### src/rtl/sys1_video_pkg.sv
// Shared 3:3:2 video types, fade FSM states and the dim shift helper.
// Pure declarations: no latency, no backpressure.
package sys1_video_pkg;

    typedef struct packed {
        logic [2:0] r;
        logic [2:0] g;
        logic [1:0] b;
    } rgb332_t;

    typedef enum logic [1:0] {
        FS_RUN,
        FS_WAIT,
        FS_FADE,
        FS_DIMMED
    } fade_state_t;

    // 10 s of user pause at 48 MHz before the fade begins
    localparam logic [31:0] DIM_CYCLES_DEFAULT = 32'd480_000_000;

    // Each component is shifted on its own so bits never bleed across fields
    function automatic rgb332_t rgb332_shr(input rgb332_t p, input logic [1:0] sh);
        rgb332_t o;
        o.r = p.r >> sh;
        o.g = p.g >> sh;
        o.b = p.b >> sh;
        return o;
    endfunction

endpackage

### src/rtl/pause_dim_ctrl_if.sv
// Video bus into and out of the pause/dim stage: pixel enable, RGB332 and timing.
// Master drives the source side and observes the output side; no backpressure.
interface pause_dim_ctrl_if;
    import sys1_video_pkg::*;

    logic    ce_pix;
    rgb332_t rgb_in;
    logic    hblank_in;
    logic    vblank_in;
    logic    hs_in;
    logic    vs_in;

    rgb332_t rgb_out;
    logic    hblank_out;
    logic    vblank_out;
    logic    hs_out;
    logic    vs_out;

    modport master (
        output ce_pix, rgb_in, hblank_in, vblank_in, hs_in, vs_in,
        input  rgb_out, hblank_out, vblank_out, hs_out, vs_out
    );

    modport slave (
        input  ce_pix, rgb_in, hblank_in, vblank_in, hs_in, vs_in,
        output rgb_out, hblank_out, vblank_out, hs_out, vs_out
    );

endinterface

### src/rtl/rgb332_dim.sv
// Per-component right shift of an RGB332 pixel, registered with its timing bits.
// Latency one ce cycle; outputs hold while ce is low; no backpressure.
module rgb332_dim
    import sys1_video_pkg::*;
(
    input  logic       clk_sys,
    input  logic       rst_n,
    input  logic       ce,
    input  logic [1:0] shift,
    input  rgb332_t    rgb_in,
    input  logic       hblank_in,
    input  logic       vblank_in,
    input  logic       hs_in,
    input  logic       vs_in,
    output rgb332_t    rgb_out,
    output logic       hblank_out,
    output logic       vblank_out,
    output logic       hs_out,
    output logic       vs_out
);

    rgb332_t rgb_q, rgb_d;
    logic    hblank_q, hblank_d;
    logic    vblank_q, vblank_d;
    logic    hs_q, hs_d;
    logic    vs_q, vs_d;

    always_comb begin
        rgb_d    = rgb_q;
        hblank_d = hblank_q;
        vblank_d = vblank_q;
        hs_d     = hs_q;
        vs_d     = vs_q;
        if (ce) begin
            rgb_d    = rgb332_shr(rgb_in, shift);
            hblank_d = hblank_in;
            vblank_d = vblank_in;
            hs_d     = hs_in;
            vs_d     = vs_in;
        end
    end

    // Blanking resets asserted so downstream never sees a visible garbage pixel
    always_ff @(posedge clk_sys or negedge rst_n) begin
        if (!rst_n) begin
            rgb_q    <= '0;
            hblank_q <= 1'b1;
            vblank_q <= 1'b1;
            hs_q     <= 1'b0;
            vs_q     <= 1'b0;
        end else begin
            rgb_q    <= rgb_d;
            hblank_q <= hblank_d;
            vblank_q <= vblank_d;
            hs_q     <= hs_d;
            vs_q     <= vs_d;
        end
    end

    assign rgb_out    = rgb_q;
    assign hblank_out = hblank_q;
    assign vblank_out = vblank_q;
    assign hs_out     = hs_q;
    assign vs_out     = vs_q;

endmodule

### src/rtl/pause_dim_ctrl.sv
// User pause toggle merged with hiscore/OSD pause; fades video after a long user pause.
// Pause is combinational; video latency one ce_pix; no backpressure.
module pause_dim_ctrl
    import sys1_video_pkg::*;
#(
    parameter logic [31:0] DIM_CYCLES  = DIM_CYCLES_DEFAULT,
    parameter int          FADE_FRAMES = 8,
    parameter int          MAX_DIM     = 2
) (
    input  logic             clk_sys,
    input  logic             rst_n,
    input  logic             pause_btn,
    input  logic             hs_access,
    input  logic             osd_status,
    input  logic             osd_pause_en,
    pause_dim_ctrl_if.slave  vid,
    output logic             pause,
    output logic [1:0]       dim_level
);

    localparam int          FCW       = (FADE_FRAMES > 1) ? $clog2(FADE_FRAMES) : 1;
    localparam logic [FCW-1:0] FADE_LAST = FCW'(FADE_FRAMES - 1);
    localparam logic [1:0]  MAX_DIM_L = 2'(MAX_DIM);

    logic           btn_q, btn_d;
    logic           toggle_q, toggle_d;
    logic [31:0]    timer_q, timer_d;
    logic           vblank_q, vblank_d;
    fade_state_t    state_q, state_d;
    logic [1:0]     target_q, target_d;
    logic [FCW-1:0] fcnt_q, fcnt_d;
    logic [1:0]     dim_q, dim_d;
    logic           frame_tick;

    assign frame_tick = vid.vblank_in & ~vblank_q;

    always_comb begin
        btn_d    = pause_btn;
        toggle_d = toggle_q ^ (pause_btn & ~btn_q);
        vblank_d = vid.vblank_in;

        // Only the user toggle counts toward dimming; timer saturates at the threshold
        timer_d = timer_q;
        if (!toggle_q)
            timer_d = '0;
        else if (timer_q < DIM_CYCLES)
            timer_d = timer_q + 32'd1;
    end

    always_comb begin
        state_d  = state_q;
        target_d = target_q;
        fcnt_d   = fcnt_q;
        unique case (state_q)
            FS_RUN: begin
                target_d = '0;
                fcnt_d   = '0;
                if (toggle_q)
                    state_d = FS_WAIT;
            end
            FS_WAIT: begin
                if (timer_q == DIM_CYCLES)
                    state_d = FS_FADE;
            end
            FS_FADE: begin
                if (frame_tick) begin
                    if (fcnt_q == FADE_LAST) begin
                        fcnt_d   = '0;
                        target_d = target_q + 2'd1;
                        if (target_q + 2'd1 == MAX_DIM_L)
                            state_d = FS_DIMMED;
                    end else begin
                        fcnt_d = fcnt_q + 1'b1;
                    end
                end
            end
            FS_DIMMED: state_d = FS_DIMMED;
            default:   state_d = FS_RUN;
        endcase

        // Unpause overrides everything, including a coincident frame tick
        if (!toggle_q) begin
            state_d  = FS_RUN;
            target_d = '0;
            fcnt_d   = '0;
        end

        // Brightness changes only at a frame boundary
        dim_d = frame_tick ? target_d : dim_q;
    end

    always_ff @(posedge clk_sys or negedge rst_n) begin
        if (!rst_n) begin
            btn_q    <= 1'b0;
            toggle_q <= 1'b0;
            timer_q  <= '0;
            vblank_q <= 1'b0;
            state_q  <= FS_RUN;
            target_q <= '0;
            fcnt_q   <= '0;
            dim_q    <= '0;
        end else begin
            btn_q    <= btn_d;
            toggle_q <= toggle_d;
            timer_q  <= timer_d;
            vblank_q <= vblank_d;
            state_q  <= state_d;
            target_q <= target_d;
            fcnt_q   <= fcnt_d;
            dim_q    <= dim_d;
        end
    end

    assign pause     = hs_access | toggle_q | (osd_status & osd_pause_en);
    assign dim_level = dim_q;

    rgb332_dim u_dim (
        .clk_sys    (clk_sys),
        .rst_n      (rst_n),
        .ce         (vid.ce_pix),
        .shift      (dim_q),
        .rgb_in     (vid.rgb_in),
        .hblank_in  (vid.hblank_in),
        .vblank_in  (vid.vblank_in),
        .hs_in      (vid.hs_in),
        .vs_in      (vid.vs_in),
        .rgb_out    (vid.rgb_out),
        .hblank_out (vid.hblank_out),
        .vblank_out (vid.vblank_out),
        .hs_out     (vid.hs_out),
        .vs_out     (vid.vs_out)
    );

endmodule
### src/flat_wrapper.sv
// flat-port wrapper written by rule: the top's interface ports become plain ports
module pause_dim_ctrl_flat import sys1_video_pkg::*;
#(
    parameter logic [31:0] DIM_CYCLES  = DIM_CYCLES_DEFAULT,
    parameter int          FADE_FRAMES = 8,
    parameter int          MAX_DIM     = 2
)
  (clk_sys, rst_n, pause_btn, hs_access, osd_status, osd_pause_en, pause, dim_level, vid_ce_pix, vid_rgb_in, vid_hblank_in, vid_vblank_in, vid_hs_in, vid_vs_in, vid_rgb_out, vid_hblank_out, vid_vblank_out, vid_hs_out, vid_vs_out);
  pause_dim_ctrl_if vid_i ();
  input  logic clk_sys;
  input  logic rst_n;
  input  logic pause_btn;
  input  logic hs_access;
  input  logic osd_status;
  input  logic osd_pause_en;
  output logic pause;
  output logic [1:0] dim_level;
  input wire logic [$bits(vid_i.ce_pix)-1:0] vid_ce_pix;
  input wire logic [$bits(vid_i.rgb_in)-1:0] vid_rgb_in;
  input wire logic [$bits(vid_i.hblank_in)-1:0] vid_hblank_in;
  input wire logic [$bits(vid_i.vblank_in)-1:0] vid_vblank_in;
  input wire logic [$bits(vid_i.hs_in)-1:0] vid_hs_in;
  input wire logic [$bits(vid_i.vs_in)-1:0] vid_vs_in;
  output wire logic [$bits(vid_i.rgb_out)-1:0] vid_rgb_out;
  output wire logic [$bits(vid_i.hblank_out)-1:0] vid_hblank_out;
  output wire logic [$bits(vid_i.vblank_out)-1:0] vid_vblank_out;
  output wire logic [$bits(vid_i.hs_out)-1:0] vid_hs_out;
  output wire logic [$bits(vid_i.vs_out)-1:0] vid_vs_out;
  assign vid_i.ce_pix = vid_ce_pix;
  assign vid_i.rgb_in = vid_rgb_in;
  assign vid_i.hblank_in = vid_hblank_in;
  assign vid_i.vblank_in = vid_vblank_in;
  assign vid_i.hs_in = vid_hs_in;
  assign vid_i.vs_in = vid_vs_in;
  assign vid_rgb_out = vid_i.rgb_out;
  assign vid_hblank_out = vid_i.hblank_out;
  assign vid_vblank_out = vid_i.vblank_out;
  assign vid_hs_out = vid_i.hs_out;
  assign vid_vs_out = vid_i.vs_out;
  pause_dim_ctrl #(.DIM_CYCLES(DIM_CYCLES), .FADE_FRAMES(FADE_FRAMES), .MAX_DIM(MAX_DIM)) u_core (.clk_sys(clk_sys), .rst_n(rst_n), .pause_btn(pause_btn), .hs_access(hs_access), .osd_status(osd_status), .osd_pause_en(osd_pause_en), .vid(vid_i), .pause(pause), .dim_level(dim_level));
endmodule
### config.mk
export PLATFORM = sky130hd
export DESIGN_NAME = pause_dim_ctrl_flat
export DESIGN_NICKNAME = d
export VERILOG_FILES = /design/src/rtl/sys1_video_pkg.sv /design/src/rtl/pause_dim_ctrl_if.sv /design/src/rtl/rgb332_dim.sv /design/src/rtl/pause_dim_ctrl.sv /design/src/flat_wrapper.sv
export SDC_FILE = /design/constraint.sdc
export NUM_CORES = 1
export LEC_CHECK = 0
export CORE_ASPECT_RATIO = 0.9
export CORE_MARGIN = 5
export CORE_UTILIZATION = 60
export DETAILED_ROUTE_END_ITERATION = 8
export GPL_ROUTABILITY_DRIVEN = 0
export MAX_ROUTING_LAYER = met4
export PLACE_DENSITY = 0.95
export SLEW_MARGIN = 40
export SYNTH_ARGS = -nofsm -noshare
export SYNTH_HDL_FRONTEND = slang
export SYNTH_SLANG_ARGS = --single-unit
### constraint.sdc
create_clock -name clk_sys -period 3.5 [get_ports clk_sys]
set_input_delay 0.875 -clock clk_sys [delete_from_list [all_inputs] [get_ports clk_sys]]
set_output_delay 0.875 -clock clk_sys [all_outputs]
set_load 0.005 [all_outputs]
# After elaboration in Yosys (flattened, before gate mapping)

Index checks and enable logic that the tools add are counted.

Flip-flop bits (word level): 56
Input bits: 19
Output and inout bits: 15
Word-level logic and storage cells: 61

Add/subtract/negate cells: 3
Order comparisons: 1
Equality and inequality tests: 12
Shift operators: 3
Muxes and demuxes: 16
Bitwise gates (word level): 8
Reduce and logical (&&, ||, !) cells: 3

Operators with widths:

| kind                                                                           | count |
|---|---|
| 32-bit 2-to-1 mux                                                              | 2 |
| 32-bit by 1-bit adder with 32-bit output, second input constant                | 1 |
| 32-bit by 29-bit == test with 1-bit output, second input constant              | 1 |
| 32-bit by 29-bit less-than comparator with 1-bit output, second input constant | 1 |
| 2-bit 2-to-1 mux                                                               | 8 |
| 3-bit inequality test, second input constant                                   | 5 |
| 3-bit 2-to-1 mux                                                               | 3 |
| 2-bit one-hot mux with 4 select lines                                          | 1 |
| 2-bit == test, second input constant                                           | 3 |
| 3-bit one-hot mux with 2 select lines                                          | 1 |
| 3-bit by 2-bit >> shifter with 3-bit output                                    | 2 |
| 2-bit one-hot mux with 2 select lines                                          | 1 |
| 4-bit AND reduction                                                            | 1 |
| 3-bit by 1-bit adder with 3-bit output, second input constant                  | 1 |
| 1-bit bitwise AND                                                              | 3 |
| 3-bit == test, second input constant                                           | 1 |
| 2-bit by 1-bit adder with 2-bit output, second input constant                  | 1 |
| 2-bit by 1-bit == test with 1-bit output, second input constant                | 1 |
| 2-bit zero test                                                                | 1 |
| 2-bit inequality test, second input constant                                   | 1 |
| 1-bit NOT                                                                      | 2 |
| 1-bit OR                                                                       | 2 |
| 2-bit AND reduction                                                            | 1 |
| 2-bit by 2-bit >> shifter with 2-bit output                                    | 1 |
| 1-bit bitwise XOR                                                              | 1 |

# Depth between registers and ports, before layout

Gate-level depths: netlist (run 1).

Word-level depth: 7
Mapped depth: 7
Depth with buffers taken out: 7

# Cells and area by module

Synthesis (run 1) repeated with hierarchy kept, for this count alone.

Cell total of the unflattened synthesis: 314
Area, all modules: 3041.7 um^2

Modules (own cells, without submodules):

| module         | instances | cells an instance | area each (um^2) | sequential area each (um^2) |
|---|---|---|---|---|
| pause_dim_ctrl | 1         | 267               | 2459.9           | 1101.1 |
| rgb332_dim     | 1         | 47                | 581.8            | 302.8 |

# Worst setup path before layout (run 1)

Ideal clock, no wire load.

Path type: reg-to-reg
Start: reg u_core.timer_q[30]
End: reg u_core.timer_q[19]
Setup time: 0.078 ns
Arrival time: 2.160 ns
Data required time: 3.422 ns
Slack: 1.262 ns
Stages on the path, launching flop included: 7
Path buffers: 1
Clock period less this slack: 2.238 ns
Cell sequence: dfrtp_1 -> or3_4 -> a2111o_1 -> a211o_1 -> buf_6 -> or4_1 -> a21oi_1

Word-level cells in the longest chain between the ends: 2

RTL lines:

| item                                                    | RTL line              | source |
|---|---|---|
| start: declaration                                      | pause_dim_ctrl.sv:27  | `logic [31:0] timer_q, timer_d;` |
| start signal: assignment                                | pause_dim_ctrl.sv:105 | `timer_q <= timer_d;` |
| 32-bit by 29-bit less-than comparator with 1-bit output | pause_dim_ctrl.sv:46  | `else if (timer_q < DIM_CYCLES)` |
| 2-bit inequality test (no line)                         | -                     |  |

No other way between the ends.
A chain may end at the register's enable or synchronous reset.

# Final worst setup path (run 1)

Start: in osd_status
End: out pause

Word-level cells in the longest chain between the ends: 2

RTL lines:

| item               | RTL line              | source |
|---|---|---|
| start: declaration | flat_wrapper.sv:14    | `input logic osd_status;` |
| 1-bit bitwise AND  | pause_dim_ctrl.sv:114 | `assign pause = hs_access \| toggle_q \| (osd_status & osd_pause_en);` |
| 1-bit OR           | pause_dim_ctrl.sv:114 |  |
| end: declaration   | flat_wrapper.sv:16    | `output logic pause;` |

No other way between the ends.

==> impl_metrics.env, run 1 <==
export IMPL_status="finished clean"
export IMPL_drv_cap=0
export IMPL_synthesis_area_sq_mm=0.00295
export IMPL_clk_root_buffer_cell="sky130_fd_sc_hd__clkbuf_8"
export IMPL_power_density_mw_per_mm2=395
export IMPL_fin_nets=363
export IMPL_post_layout_total_power_mw=1.34
export IMPL_die_area_sq_mm=0.00643
export IMPL_top_cells_by_area_in_the_synthesized_netlist="sky130_fd_sc_hd__dfrtp_1, sky130_fd_sc_hd__or4_1, sky130_fd_sc_hd__o31ai_1"
export IMPL_final_setup_viol_count=0
export IMPL_ys_ff_latch=56
export IMPL_pwr_share_clk_pct=25.5
export IMPL_grt_use_total_pct=22.3
export IMPL_worst_setup_path_type="input port to primary output"
export IMPL_synthDominantAreaCellType="sky130_fd_sc_hd__dfrtp_1"
export IMPL_cp_data_arrival_time_ns=2.01
export IMPL_irDropWorstVdd_mv=0.344
export IMPL_stdcell_area_sq_mm=0.00339
export IMPL_most_common_library_cell_in_the_layout_ignoring_fill_and_taps="sky130_fd_sc_hd__dfrtp_1"
export IMPL_cp_end_kind="primary output"
export IMPL_critPathRequiredTime_ns=2.62
export IMPL_numPortBuffers=33
export IMPL_seq_area_frac_synth_pct=47.5
export IMPL_power_share_combinational_pct=17.9
export IMPL_grt_pass1_vias=2546
export IMPL_die_height_um=76.6
export IMPL_switchingPower_mw=0.403
export IMPL_fin_tns_setup_ns=0
export IMPL_drt_pre_antenna_iters=5
export IMPL_max_slew_margin_rel_pct=54.3
export IMPL_p_int_mw=0.935
export IMPL_dpl_hpwl_um=4760
export IMPL_seq_area_sq_mm=0.00140
export IMPL_power_leakage_nw=1.33
export IMPL_global_route_wire_length_before_repair_um=11500
export IMPL_num_io_pins=34
export IMPL_multi_input_area_sq_mm=0.00142
export IMPL_wirelength_um=6670
export IMPL_postSynth_asyncResetShare_pct=100
export IMPL_routed_len_inst_um=16.5
export IMPL_clk_pin_slew_ns=0.09
export IMPL_fillers=356
export IMPL_avgSynthCellArea_sq_um=9.43
export IMPL_critical_path_startpoint_type="input port"
export IMPL_insertedDiodeCount=0
export IMPL_pin_count_of_the_biggest_net_entering_global_routing=57
export IMPL_avgViaCountPerCell=6.38
export IMPL_cts_setup_buffers=0
export IMPL_hold_path_class="register to register"
export IMPL_placedInstanceArea_sq_mm=0.00331
export IMPL_postSynthCellCount=313
export IMPL_ys_dominant_reg_cell="sky130_fd_sc_hd__dfrtp_1"
export IMPL_rsz_0062_raised_after_global_routing="false"
export IMPL_detailedRoute_firstIterationViolations=303
export IMPL_netSwitchingFraction_pct=30.1
export IMPL_route_vias_total=2582
export IMPL_cts_htree_levels=2
export IMPL_clock_skew_ns=0.0108
export IMPL_die_width_um=83.9
export IMPL_timing_final_max_slew_violations=0
export IMPL_drc=0
export IMPL_buffer_depth_of_the_longest_clock_path=2
export IMPL_post_route_cells_drive_above_1_share_pct=6.76
export IMPL_synth_edff_count=0
export IMPL_yosysTopAreaCellShare_pct=45.8
export IMPL_tightestPinTransition_ns=0.686
export IMPL_ys_warn_count=0
export IMPL_fp_row_count=24
export IMPL_clkLatencyLatePin_ns=0.31
export IMPL_layout_common_cells="sky130_fd_sc_hd__dfrtp_1, sky130_fd_sc_hd__clkdlybuf4s50_1, sky130_fd_sc_hd__a21oi_1, sky130_fd_sc_hd__nor2_1, sky130_fd_sc_hd__or4_1"
export IMPL_cts_resized=0
export IMPL_ant_nets=0
export IMPL_coreArea_sq_mm=0.00480
export IMPL_path_max_fanout=1
export IMPL_tritoncts="built"
export IMPL_post_route_min_period_ns=2.88
export IMPL_max_freq_mhz=347
export IMPL_report_final_hold_viol_count=0
export IMPL_area_growth_synth_to_final_pct=14.8
export IMPL_clock_sink_count=56
export IMPL_final_period_utilization_pct=82.3
export IMPL_final_instance_count_excl_fill=405
export IMPL_grt_overflow=0
export IMPL_numCtsBuffers=5
export IMPL_power_share_sequential_pct=56.6
export IMPL_ctsHoldBuffers=0
export IMPL_initial_core_util_pct=61.5
export IMPL_syn_num_nets=337
export IMPL_yosys_cell_types_count=40
export IMPL_initial_antenna_violation_count=0
export IMPL_placed_cells=397
==> layer usage <==
metal  vias to the layer above  routed length [um]  global-route usage (%)
met5                         -                   0                       -
met4                         0                 116                    9.32
met3                        12                 421                    3.35
met2                       129                3430                    35.7
met1                      1220                2700                    28.4
li1                       1221                   -                       -
==> power by group through the flow <==
stage	logic, mW	clock network [mW]	registers, mW
global route	0.265	0.372	0.767
finish	0.240	0.342	0.757
detailed placement	0.239	0	0.767
floorplan	0.161	0	0.731
global placement	0.230	0	0.762
CTS	0.241	0.347	0.756
==> worst max-delay path, cell delays in order <==
cell	delay (ns)
sky130_fd_sc_hd__clkdlybuf4s50_1	0.40
sky130_fd_sc_hd__a211o_1	0.29
sky130_fd_sc_hd__clkdlybuf4s50_1	0.44
==> flip-flops by register name, indices dropped and copies added, names as in the netlist <==
register / count
u_core.btn_q: 1
u_core.dim_level: 2
u_core.fcnt_q: 3
u_core.state_q: 2
u_core.target_q: 2
u_core.timer_q: 32
u_core.toggle_q: 1
u_core.u_dim.hblank_out: 1
u_core.u_dim.hs_out: 1
u_core.u_dim.rgb_out: 8
u_core.u_dim.vblank_out: 1
u_core.u_dim.vs_out: 1
u_core.vblank_q: 1
==> through the flow <==
stage	utilization, %	hold WS [ns]	setup WS (ns)
floorplan	-	0.456	1.26
global placement	68.9	0.472	0.624
detailed placement	68.9	0.476	0.622
CTS	70.6	0.497	0.612
global route	70.6	0.527	0.589
finish	70.6	0.495	0.619
==> worst paths after layout <==
kind	from	end	slack [ns]	cells after the start
setup / recovery	osd_status	pause	0.62	3
hold / removal	u_core.timer_q[28]$_DFFE_PN0P_	u_core.timer_q[28]$_DFFE_PN0P_	0.50	1
setup reg to reg	u_core.timer_q[0]$_DFFE_PN0P_	u_core.timer_q[20]$_DFFE_PN0P_	0.90	6
hold reg to reg	u_core.timer_q[28]$_DFFE_PN0P_	u_core.timer_q[28]$_DFFE_PN0P_	0.50	1
max in group asynchronous	rst_n	u_core.u_dim.rgb_out[3]$_DFFE_PN0P_	2.36	2
min in group asynchronous	rst_n	u_core.u_dim.rgb_out[1]$_DFFE_PN0P_	0.68	2
==> synthesized netlist by cell type, drive strengths merged (2+ instances only) <==
cell,n
nand2b,7
and3,2
or3,6
o31ai,21
a21oi,31
mux2i,7
nand3,15
nand4,7
buf,3
nor2,23
inv,14
dfstp,2
o22ai,3
or4,22
o21ai,12
mux2,8
o211ai,3
clkbuf,14
nand2,19
nor2b,2
dfrtp,54
ha,5
a211o,2
nor3,5
nor4,5
or2,2
and2,5
o21a,2
a22oi,4
==> layout make-up <==
type                       count  area share (%)
sequential                    56            41.4
clock inverter                 1           0.148
timing repair buffer          36            10.3
clock buffer                   7            2.25
tap                           65            2.40
multi-input combinational    226            42.0
inverter                      14            1.55
==> cells by family (layout without fill, tap and decap cells) <==
| logic type | count (synthesis) | after routing | share of synthesized area [%] |
|---|---|---|---|
| flip-flops | 56 | 56 | 47.5 |
| multiplexers | 15 | 15 | 5.42 |
| adder cells (fa/ha/maj) | 5 | 5 | 2.12 |
| XOR/XNOR | 1 | 1 | 0.297 |
| AO/OA/AOI/OAI | 82 | 82 | 17.4 |
| buffers and inverters | 31 | 58 | 4.28 |
| AND/OR/NAND/NOR | 123 | 123 | 23.0 |
(Power assumes the default switching activity.)
==> inputs of run 2 (changes only) <==
CORE_UTILIZATION = 56   (was 60)
PLACE_DENSITY = 0.9   (was 0.95)
clock period = 2.8 ns   (was 3.5 ns; I/O delays follow)
==> impl_metrics.env, run 2 (synthesis gave the netlist of run 1 again) <==
export IMPL_tritoncts="built"
export IMPL_drc=0
export IMPL_final_setup_viol_count=0
export IMPL_max_slew_margin_rel_pct=56.5
export IMPL_buffer_depth_of_the_longest_clock_path=2
export IMPL_stdcell_area_sq_mm=0.00348
export IMPL_die_height_um=78.9
export IMPL_report_final_hold_viol_count=0
export IMPL_grt_use_total_pct=21.9
export IMPL_fin_nets=369
export IMPL_route_vias_total=2553
export IMPL_area_growth_synth_to_final_pct=18.0
export IMPL_ant_nets=0
export IMPL_ctsHoldBuffers=0
export IMPL_clk_root_buffer_cell="sky130_fd_sc_hd__clkbuf_8"
export IMPL_fillers=419
export IMPL_numCtsBuffers=5
export IMPL_critical_path_buf_inv_count=0
export IMPL_global_route_wire_length_before_repair_um=11700
export IMPL_avgViaCountPerCell=6.18
export IMPL_largest_register_ffs=32
export IMPL_seq_area_sq_mm=0.00140
export IMPL_multi_input_area_sq_mm=0.00142
export IMPL_tightestPinTransition_ns=0.650
export IMPL_clkLatencyLatePin_ns=0.31
export IMPL_fin_tns_setup_ns=0
export IMPL_placed_cells=405
export IMPL_max_freq_mhz=394
export IMPL_worstPathCellList="or2_0 -> a2111o_1 -> a211o_1 -> or4_1 -> a21oi_1"
export IMPL_post_route_min_period_ns=2.54
export IMPL_final_instance_count_excl_fill=413
export IMPL_status="finished clean"
export IMPL_coreArea_sq_mm=0.00519
export IMPL_dpl_hpwl_um=4810
export IMPL_crit_path_max_incr_delay_ns=0.57
export IMPL_critical_path_slowest_cell="sky130_fd_sc_hd__or4_1"
export IMPL_die_area_sq_mm=0.00683
export IMPL_initial_antenna_violation_count=0
export IMPL_drt_pre_antenna_iters=4
export IMPL_cts_htree_levels=2
export IMPL_irDropWorstVdd_mv=0.389
export IMPL_clock_sink_count=56
export IMPL_cts_setup_buffers=0
export IMPL_clock_skew_ns=0.00637
export IMPL_timing_final_max_slew_violations=0
export IMPL_path_max_fanout=20
export IMPL_fp_row_count=25
export IMPL_cp_end_kind="register"
export IMPL_cp_data_arrival_time_ns=2.77
export IMPL_numPortBuffers=33
export IMPL_post_layout_total_power_mw=1.83
export IMPL_insertedDiodeCount=0
export IMPL_cts_resized=0
export IMPL_power_leakage_nw=1.38
export IMPL_detailedRoute_firstIterationViolations=182
export IMPL_critical_path_startpoint_type="register"
export IMPL_num_io_pins=34
export IMPL_pin_count_of_the_biggest_net_entering_global_routing=35
export IMPL_initial_core_util_pct=56.9
export IMPL_placedInstanceArea_sq_mm=0.00336
export IMPL_die_width_um=86.5
export IMPL_routed_len_inst_um=16.2
export IMPL_top_register="u_core.timer_q"
export IMPL_drv_cap=0
export IMPL_most_common_library_cell_in_the_layout_ignoring_fill_and_taps="sky130_fd_sc_hd__dfrtp_1"
export IMPL_final_period_utilization_pct=90.7
export IMPL_wirelength_um=6680
export IMPL_clk_pin_slew_ns=0.09
export IMPL_path_delay_family="compound AO/OA/AOI/OAI gates"
export IMPL_worst_setup_path_type="register to register"
export IMPL_rsz_0062_raised_after_global_routing="false"
export IMPL_layout_common_cells="sky130_fd_sc_hd__dfrtp_1, sky130_fd_sc_hd__clkdlybuf4s50_1, sky130_fd_sc_hd__a21oi_1, sky130_fd_sc_hd__nor2_1, sky130_fd_sc_hd__or4_1"
export IMPL_power_density_mw_per_mm2=526
export IMPL_worst_hold_slack_ns=0.318
export IMPL_grt_overflow=0
export IMPL_grt_pass1_vias=2511
export IMPL_critPathRequiredTime_ns=3.03
export IMPL_post_route_cells_drive_above_1_share_pct=8.67
export IMPL_hold_path_class="input port to async pin"
run 2: per-layer routing:
metal / global-route usage, % / vias up / wire length [um]
met2: 34.9 / 58 / 3350
li1: - / 1229 / -
met1: 29.0 / 1257 / 2980
met3: 4.05 / 9 / 280
met5: - / - / 0
met4: 6.07 / 0 / 74
run 2: path summary, 6_finish.rpt:
| path | to | slack (ns) | cells past startpoint | from |
|---|---|---|---|---|
| min | u_core.u_dim.rgb_out[1]$_DFFE_PN0P_ | 0.32 | 1 | rst_n |
| max in group asynchronous | u_core.timer_q[8]$_DFFE_PN0P_ | 1.92 | 2 | rst_n |
| min reg2reg | u_core.timer_q[28]$_DFFE_PN0P_ | 0.50 | 1 | u_core.timer_q[28]$_DFFE_PN0P_ |
| max | u_core.timer_q[19]$_DFFE_PN0P_ | 0.26 | 5 | u_core.timer_q[17]$_DFFE_PN0P_ |
| max reg2reg | u_core.timer_q[19]$_DFFE_PN0P_ | 0.26 | 5 | u_core.timer_q[17]$_DFFE_PN0P_ |
| min in group clk_sys | u_core.timer_q[28]$_DFFE_PN0P_ | 0.50 | 1 | u_core.timer_q[28]$_DFFE_PN0P_ |
run 2: metrics by stage:
stage,setup slack [ns],util (%)
floorplan,0.562,-
global placement,0.274,64.6
detailed placement,0.253,64.6
CTS,0.248,67.1
global route,0.142,67.1
finish,0.261,67.1
run 2: report_power, final:
part	switching (mW)	internal, mW
Clock	0.252	0.316
Combinational	0.204	0.144
Sequential	0.0590	0.859
Total	0.515	1.32
run 2: layout make-up:
class                   instances  share of cell area, %
clock buffers                   7                   2.76
repair buffers                 42                   11.3
clock inverters                 1                  0.862
multi-input cells             226                   40.8
inverters                      14                   1.51
well taps                      67                   2.41
flip-flops and latches         56                   40.3
